File: src/rtl/lsu_pkg.sv
// Shared definitions for the load/store misalignment splitter:
// RISC-V funct3 encodings and the sequencer state type.
package lsu_pkg;

    localparam logic [2:0] F3_LB  = 3'b000;
    localparam logic [2:0] F3_LH  = 3'b001;
    localparam logic [2:0] F3_LW  = 3'b010;
    localparam logic [2:0] F3_LBU = 3'b100;
    localparam logic [2:0] F3_LHU = 3'b101;
    localparam logic [2:0] F3_SB  = 3'b000;
    localparam logic [2:0] F3_SH  = 3'b001;
    localparam logic [2:0] F3_SW  = 3'b010;

    typedef enum logic [1:0] {
        IDLE,
        ISSUE,
        DONE
    } lsu_state_t;

endpackage

File: src/rtl/misalign_detect.sv
// Classifies an access by size and reports whether its address
// breaks natural alignment, plus how many bytes it spans.
module misalign_detect
    import lsu_pkg::*;
(
    input  logic [2:0] funct3,
    input  logic [1:0] addr_lsb,
    output logic       misaligned,
    output logic [2:0] nbytes
);

    // funct3[1:0] encodes access size identically for loads and stores
    always_comb begin
        misaligned = 1'b0;
        nbytes     = 3'd1;
        case (funct3[1:0])
            F3_LH[1:0]: begin
                nbytes     = 3'd2;
                misaligned = addr_lsb[0];
            end
            F3_LW[1:0]: begin
                nbytes     = 3'd4;
                misaligned = |addr_lsb;
            end
            default: ;
        endcase
    end

endmodule

File: src/rtl/lsu_misalign_splitter.sv
// Passes aligned accesses straight to datamemory; splits misaligned
// half/word accesses into byte accesses while stalling the pipeline.
module lsu_misalign_splitter
    import lsu_pkg::*;
#(
    parameter int DM_ADDRESS = 9,
    parameter int DATA_W     = 32
) (
    input  logic                  clk,
    input  logic                  reset,
    input  logic                  req_read,
    input  logic                  req_write,
    input  logic [DM_ADDRESS-1:0] req_addr,
    input  logic [DATA_W-1:0]     req_wdata,
    input  logic [2:0]            req_funct3,
    output logic                  stall,
    output logic                  rsp_valid,
    output logic [DATA_W-1:0]     rsp_rdata,
    output logic                  mem_read,
    output logic                  mem_write,
    output logic [DM_ADDRESS-1:0] mem_a,
    output logic [DATA_W-1:0]     mem_wd,
    output logic [2:0]            mem_funct3,
    input  logic [DATA_W-1:0]     mem_rd
);

    localparam int NLANES = DATA_W / 8;
    localparam int IDX_W  = 2;

    lsu_state_t            state_reg, state_next;
    logic [IDX_W-1:0]      idx_reg, idx_next;
    logic [IDX_W-1:0]      last_idx_reg, last_idx;
    logic [DM_ADDRESS-1:0] lat_addr_reg;
    logic [DATA_W-1:0]     lat_wdata_reg;
    logic [2:0]            lat_funct3_reg;
    logic                  lat_read_reg;
    logic [7:0]            merge_reg [NLANES];
    logic [DATA_W-1:0]     merged;

    logic       misaligned;
    logic [2:0] nbytes;
    logic       start;

    misalign_detect u_detect (
        .funct3     (req_funct3),
        .addr_lsb   (req_addr[1:0]),
        .misaligned (misaligned),
        .nbytes     (nbytes)
    );

    assign start = (state_reg == IDLE) && (req_read || req_write) && misaligned;

    always_comb begin
        case (nbytes)
            3'd4:    last_idx = 2'd3;
            3'd2:    last_idx = 2'd1;
            default: last_idx = 2'd0;
        endcase
    end

    always_ff @(posedge clk) begin
        if (!reset) begin
            state_reg      <= IDLE;
            idx_reg        <= '0;
            last_idx_reg   <= '0;
            lat_addr_reg   <= '0;
            lat_wdata_reg  <= '0;
            lat_funct3_reg <= '0;
            lat_read_reg   <= 1'b0;
        end else begin
            state_reg <= state_next;
            idx_reg   <= idx_next;
            if (start) begin
                last_idx_reg   <= last_idx;
                lat_addr_reg   <= req_addr;
                lat_wdata_reg  <= req_wdata;
                lat_funct3_reg <= req_funct3;
                lat_read_reg   <= req_read;
            end
        end
    end

    genvar gi;
    generate
        for (gi = 0; gi < NLANES; gi++) begin : g_lane
            always_ff @(posedge clk) begin
                if (!reset || start) begin
                    merge_reg[gi] <= '0;
                end else if (state_reg == ISSUE && lat_read_reg && idx_reg == IDX_W'(gi)) begin
                    merge_reg[gi] <= mem_rd[7:0];
                end
            end
            assign merged[gi*8 +: 8] = merge_reg[gi];
        end
    endgenerate

    always_comb begin
        state_next = state_reg;
        idx_next   = idx_reg;
        stall      = 1'b0;
        rsp_valid  = 1'b0;
        rsp_rdata  = '0;
        mem_read   = 1'b0;
        mem_write  = 1'b0;
        mem_a      = '0;
        mem_wd     = '0;
        mem_funct3 = '0;
        case (state_reg)
            IDLE: begin
                if (start) begin
                    stall      = 1'b1;
                    state_next = ISSUE;
                    idx_next   = '0;
                end else begin
                    // read wins when both strobes are raised
                    mem_read   = req_read;
                    mem_write  = req_write && !req_read;
                    mem_a      = req_addr;
                    mem_wd     = req_wdata;
                    mem_funct3 = req_funct3;
                    rsp_rdata  = mem_rd;
                    rsp_valid  = req_read;
                end
            end
            ISSUE: begin
                stall = 1'b1;
                mem_a = lat_addr_reg + DM_ADDRESS'(idx_reg);
                if (lat_read_reg) begin
                    mem_read   = 1'b1;
                    mem_funct3 = F3_LBU;
                end else begin
                    mem_write  = 1'b1;
                    mem_funct3 = F3_SB;
                    mem_wd     = DATA_W'(lat_wdata_reg[{idx_reg, 3'b000} +: 8]);
                end
                if (idx_reg == last_idx_reg) begin
                    state_next = DONE;
                end else begin
                    idx_next = idx_reg + 1'b1;
                end
            end
            DONE: begin
                state_next = IDLE;
                idx_next   = '0;
                if (lat_read_reg) begin
                    rsp_valid = 1'b1;
                    case (lat_funct3_reg)
                        F3_LH:   rsp_rdata = {{(DATA_W-16){merged[15]}}, merged[15:0]};
                        F3_LHU:  rsp_rdata = {{(DATA_W-16){1'b0}}, merged[15:0]};
                        default: rsp_rdata = merged;
                    endcase
                end
            end
            default: state_next = IDLE;
        endcase
        if (!reset) begin
            stall      = 1'b0;
            rsp_valid  = 1'b0;
            rsp_rdata  = '0;
            mem_read   = 1'b0;
            mem_write  = 1'b0;
            mem_a      = '0;
            mem_wd     = '0;
            mem_funct3 = '0;
        end
    end

endmodule
File: config.mk
export PLATFORM = sky130hd
export DESIGN_NAME = lsu_misalign_splitter
export DESIGN_NICKNAME = d
export VERILOG_FILES = /design/src/rtl/lsu_pkg.sv /design/src/rtl/misalign_detect.sv /design/src/rtl/lsu_misalign_splitter.sv
export SDC_FILE = /design/constraint.sdc
export NUM_CORES = 1
export LEC_CHECK = 0
export CORE_MARGIN = 5
export CORE_UTILIZATION = 49
export CTS_BUF_LIST = sky130_fd_sc_hd__clkbuf_4 sky130_fd_sc_hd__clkbuf_8 sky130_fd_sc_hd__clkbuf_16
export DETAILED_ROUTE_END_ITERATION = 10
export PLACE_DENSITY = 0.86
export SLEW_MARGIN = 20
export SYNTH_ARGS = -nofsm -noshare
export SYNTH_HDL_FRONTEND = slang
export SYNTH_HIERARCHICAL = 1
export SYNTH_SLANG_ARGS = --single-unit
File: constraint.sdc
create_clock -name clk -period 5.8 [get_ports clk]
set_input_delay 1.16 -clock clk [delete_from_list [all_inputs] [get_ports clk]]
set_output_delay 1.16 -clock clk [all_outputs]
set_load 0.02 [all_outputs]
==> run summary <==
CRITICAL PATH
----------------------------------------------------------------------------------------
Classification of the worst setup path                                      input port to output port
Element type at the critical path start                                       input port
Endpoint arrival time on the critical path                                       3830 ps
Kind of capture point of the worst setup path                                output port
FF-to-FF setup slack                                                             3690 ps
Reg2reg start                                                               idx_reg[0]$_SDFFE_PN0P_
Maximum fanout count along the critical path                                          41
Register-to-Register Path Depth                                                        3
Required time worst endpoint                                                     4640 ps
R2R Path End                                                                merge_reg[0][5]$_SDFFCE_PN0P_

STA
----------------------------------------------------------------------------------------
Final setup violation count                                                            0
Number of endpoints with negative hold slack in the final report                       0
Tcrit/Tclk final                                                                   86.0%
Total negative slack                                                                0 ps
Worst slack on hold paths                                                         466 ps
Shortest clock period the worst path allows after layout                         4990 ps
Clock Skew                                                                       11.3 ps
Total count of max-transition violations in the final report                           0
Max transition margin                                                              40.1%
Final WS setup                                                                    815 ps
Worst-Margin Slew                                                                 898 ps
Achievable clock frequency                                                       201 MHz
Unrepaired setup endpoints after global routing                                    false

YOSYS
----------------------------------------------------------------------------------------
Area share of and/or/nand/nor cells after synthesis                                24.1%
Dominant combinational cell family by area after synthesis                  simple AND/OR/NAND/NOR gates
Number of synthesized register bits                                                   83
Most instantiated cells after synthesis                                     131 x nand2_1, 51 x dfxtp_1, 48 x a21boi_0
Number of synthesized flops with an enable pin                                        32
Count of mapped cells out of synthesis                                               539
Most common flop cell mapped by yosys                                            dfxtp_1
XOR/XNOR Fraction of Synth Area                                                    1.90%
Share of the synthesized area in compound gates (AO/OA/AOI/OAI)                    18.6%
Top-area cell type share of the netlist area                                       22.1%
Top cell type by total area after synthesis                                      dfxtp_1
Yosys warning total                                                                    6
Fraction of the mapped netlist area in adder cells                                 3.15%
Share of cell area taken by muxes after synthesis                                  3.91%
Async set-reset flop share out of synthesis                                           0%
Post-synth design cell area                                                  0.00461 mm2
Per-instance average area after synthesis                                       8.55 um2
Count of cell types in the netlist                                                    37
Most frequent cell after synthesis                                               nand2_1
Post-Synthesis Net Count                                                             630
Share of synthesized area occupied by flip-flops and latches                       43.0%
Ranking of synthesized cells by area                                        dfxtp_1 22%, edfxtp_1 21%, nand2_1 11%

GLOBAL ROUTE
----------------------------------------------------------------------------------------
Combined global-route utilization of all metal layers                              21.9%
Global-route wire length before repair                                          20400 um
Grt ovf                                                                                0
Number of global-route vias before repair                                           4305
Number of antenna violations at the first check in global routing                      0
Largest net degree at the start of global routing                                     57

PWR
----------------------------------------------------------------------------------------
Leakage dissipation                                                              2.47 nW
Clock share of power                                                               32.5%
Sequential cell fraction of total power                                            44.7%
Total power draw                                                                 1.44 mW
VDD IR-drop max                                                                 0.135 mV
Power density of the placed cells                                             224 mW/mm2
Portion of total power attributed to combinational logic                           22.8%
Switching share of total power                                                     26.3%
Design internal power                                                            1.06 mW
Net Switching                                                                   0.380 mW

CLOCKING
----------------------------------------------------------------------------------------
# Post-CTS Setup Buffers                                                               0
Clock tree from TritonCTS                                                           done
Hold buffer count at CTS                                                               0
Clock sink total                                                                      83
Gates resized, CTS repair                                                              0
Root buffer cell                                                                clkbuf_8
Number of levels in the clock H-tree                                                   3
CTS clk-pin slew, worst paths                                                      80 ps
Total CTS buffers                                                                      9
Clk_lat worst skew                                                                350 ps
CTS Buffer Depth                                                                       2

LAYOUT
----------------------------------------------------------------------------------------
Fin cells                                                                            788
Net count, final                                                                     763
Diode count                                                                            0
Share of layout cells above drive strength 1                                       5.02%
Signed area change from the synthesized netlist to the final layout                39.7%
Post-Route Utilization                                                             70.0%
Post-route design area                                                       0.00644 mm2

DIE
----------------------------------------------------------------------------------------
Chip height                                                                       107 um
Std-Cell Rows                                                                         35
Boundary Pins                                                                        160
Chip width                                                                        107 um
Core region area                                                             0.00920 mm2
Die footprint                                                                 0.0114 mm2
Starting utilization of the core area                                              50.1%

DETAILED ROUTING
----------------------------------------------------------------------------------------
Routed WL                                                                       12800 um
Via-to-Cell Ratio                                                                   5.50
Count of nets left with antenna violations after detail routing                        0
Starting DRT DRC Count                                                               239
Total number of vias                                                                4337
Number of search-and-repair iterations in the first detailed-routing pass              5
Routed WL per cell                                                               16.3 um
Post-route DRC                                                                         0

MIN PATH
----------------------------------------------------------------------------------------
Hold Crit Depth                                                                        2
Min-delay src                                                               lat_wdata_reg[18]$_SDFFE_PN0P_
Class of the worst hold path                                                flop to flop
Worst hold endpoint                                                         lat_wdata_reg[18]$_SDFFE_PN0P_

PLACEMENT
----------------------------------------------------------------------------------------
Dpl ws                                                                            790 ps
Post-detailed-placement half-perimeter wirelength                                9250 um
RD Place Congestion                                                                0.821
Dpl cell area                                                                0.00619 mm2
Number of buffers inserted by port buffering                                         159
Number of placed cells counting well taps                                            772

STATUS
----------------------------------------------------------------------------------------
Outcome                                                                     finished, final reports clean

FLOW RUN
----------------------------------------------------------------------------------------
Number of max-cap violations                                                           0

[placed cells by master (no fill, tap or decap), types with 2 or more instances in the layout]
cell type,netlist,layout
nand2b_1,3,2
clkbuf_16,0,4
clkbuf_8,0,9
o21ai_0,19,19
nand2_1,131,131
and2_1,27,27
xnor2_1,2,2
ha_1,10,10
a22oi_1,20,20
inv_1,14,14
o21ai_1,13,13
o22ai_1,2,2
a21oi_1,20,20
and3_1,33,33
clkdlybuf4s50_1,0,159
a21o_1,5,5
and3b_1,2,2
a21boi_0,48,48
mux4_2,8,8
nand3_1,6,6
dfxtp_1,51,51
xor2_1,8,8
clkbuf_4,0,2
buf_4,6,5
nand4_1,2,2
nor2_1,30,29
edfxtp_1,32,32
[final cells by class]
cell class | count | area [um2]
clock inverters | 1 | 5.00
repair buffers | 164 | 1630
well taps | 111 | 139
multi-input cells | 400 | 2390
inverters | 14 | 52.6
flip-flops and latches | 83 | 1980
clock buffers | 15 | 239
fillers | 678 | 2760
[worst max-delay path by stage]
stage | end | cells past startpoint | startpoint | slack (ps)
floorplan | mem_a[3] | 9 | req_funct3[0] | 2040
global placement | rsp_rdata[7] | 10 | req_funct3[0] | 890
detailed placement | rsp_rdata[7] | 10 | req_funct3[0] | 790
CTS | rsp_rdata[7] | 10 | req_funct3[0] | 800
global route | rsp_rdata[3] | 10 | req_funct3[0] | 630
finish | rsp_rdata[7] | 10 | req_funct3[0] | 810
[worst max-delay path: stages]
cell             delay [ps]
clkdlybuf4s50_1         560
inv_1                    90
ha_1                    310
a21oi_1                  50
o21a_1                  180
nor3_4                  120
buf_4                   390
a22oi_1                 170
nor2_1                  140
clkdlybuf4s50_1         640
[cell families after synthesis]
kind of cell | count (synthesis)
and+or+nand+nor | 241
AOI/OAI and AO/OA | 130
DFF | 83
buffers and inverters | 56
adders and majority gates | 11
xor gates and xnor gates | 10
muxes | 8
[power by group through the flow]
stage | logic (mW) | registers (mW) | clock network, mW
floorplan | 0.168 | 0.652 | 0
CTS | 0.330 | 0.644 | 0.470
global placement | 0.322 | 0.656 | 0
detailed placement | 0.328 | 0.657 | 0
finish | 0.329 | 0.644 | 0.468
global route | 0.354 | 0.647 | 0.493
[metal layers]
layer | up-vias | GRT usage (%) | share of wire, %
met5 | - | 0 | 0
met4 | 0 | 7.03 | 2.2
met3 | 31 | 6.14 | 9.2
met2 | 199 | 39.5 | 48
met1 | 1991 | 25.0 | 40
li1 | 2116 | - | -
No activity file was read; power rests on OpenSTA's default activity.
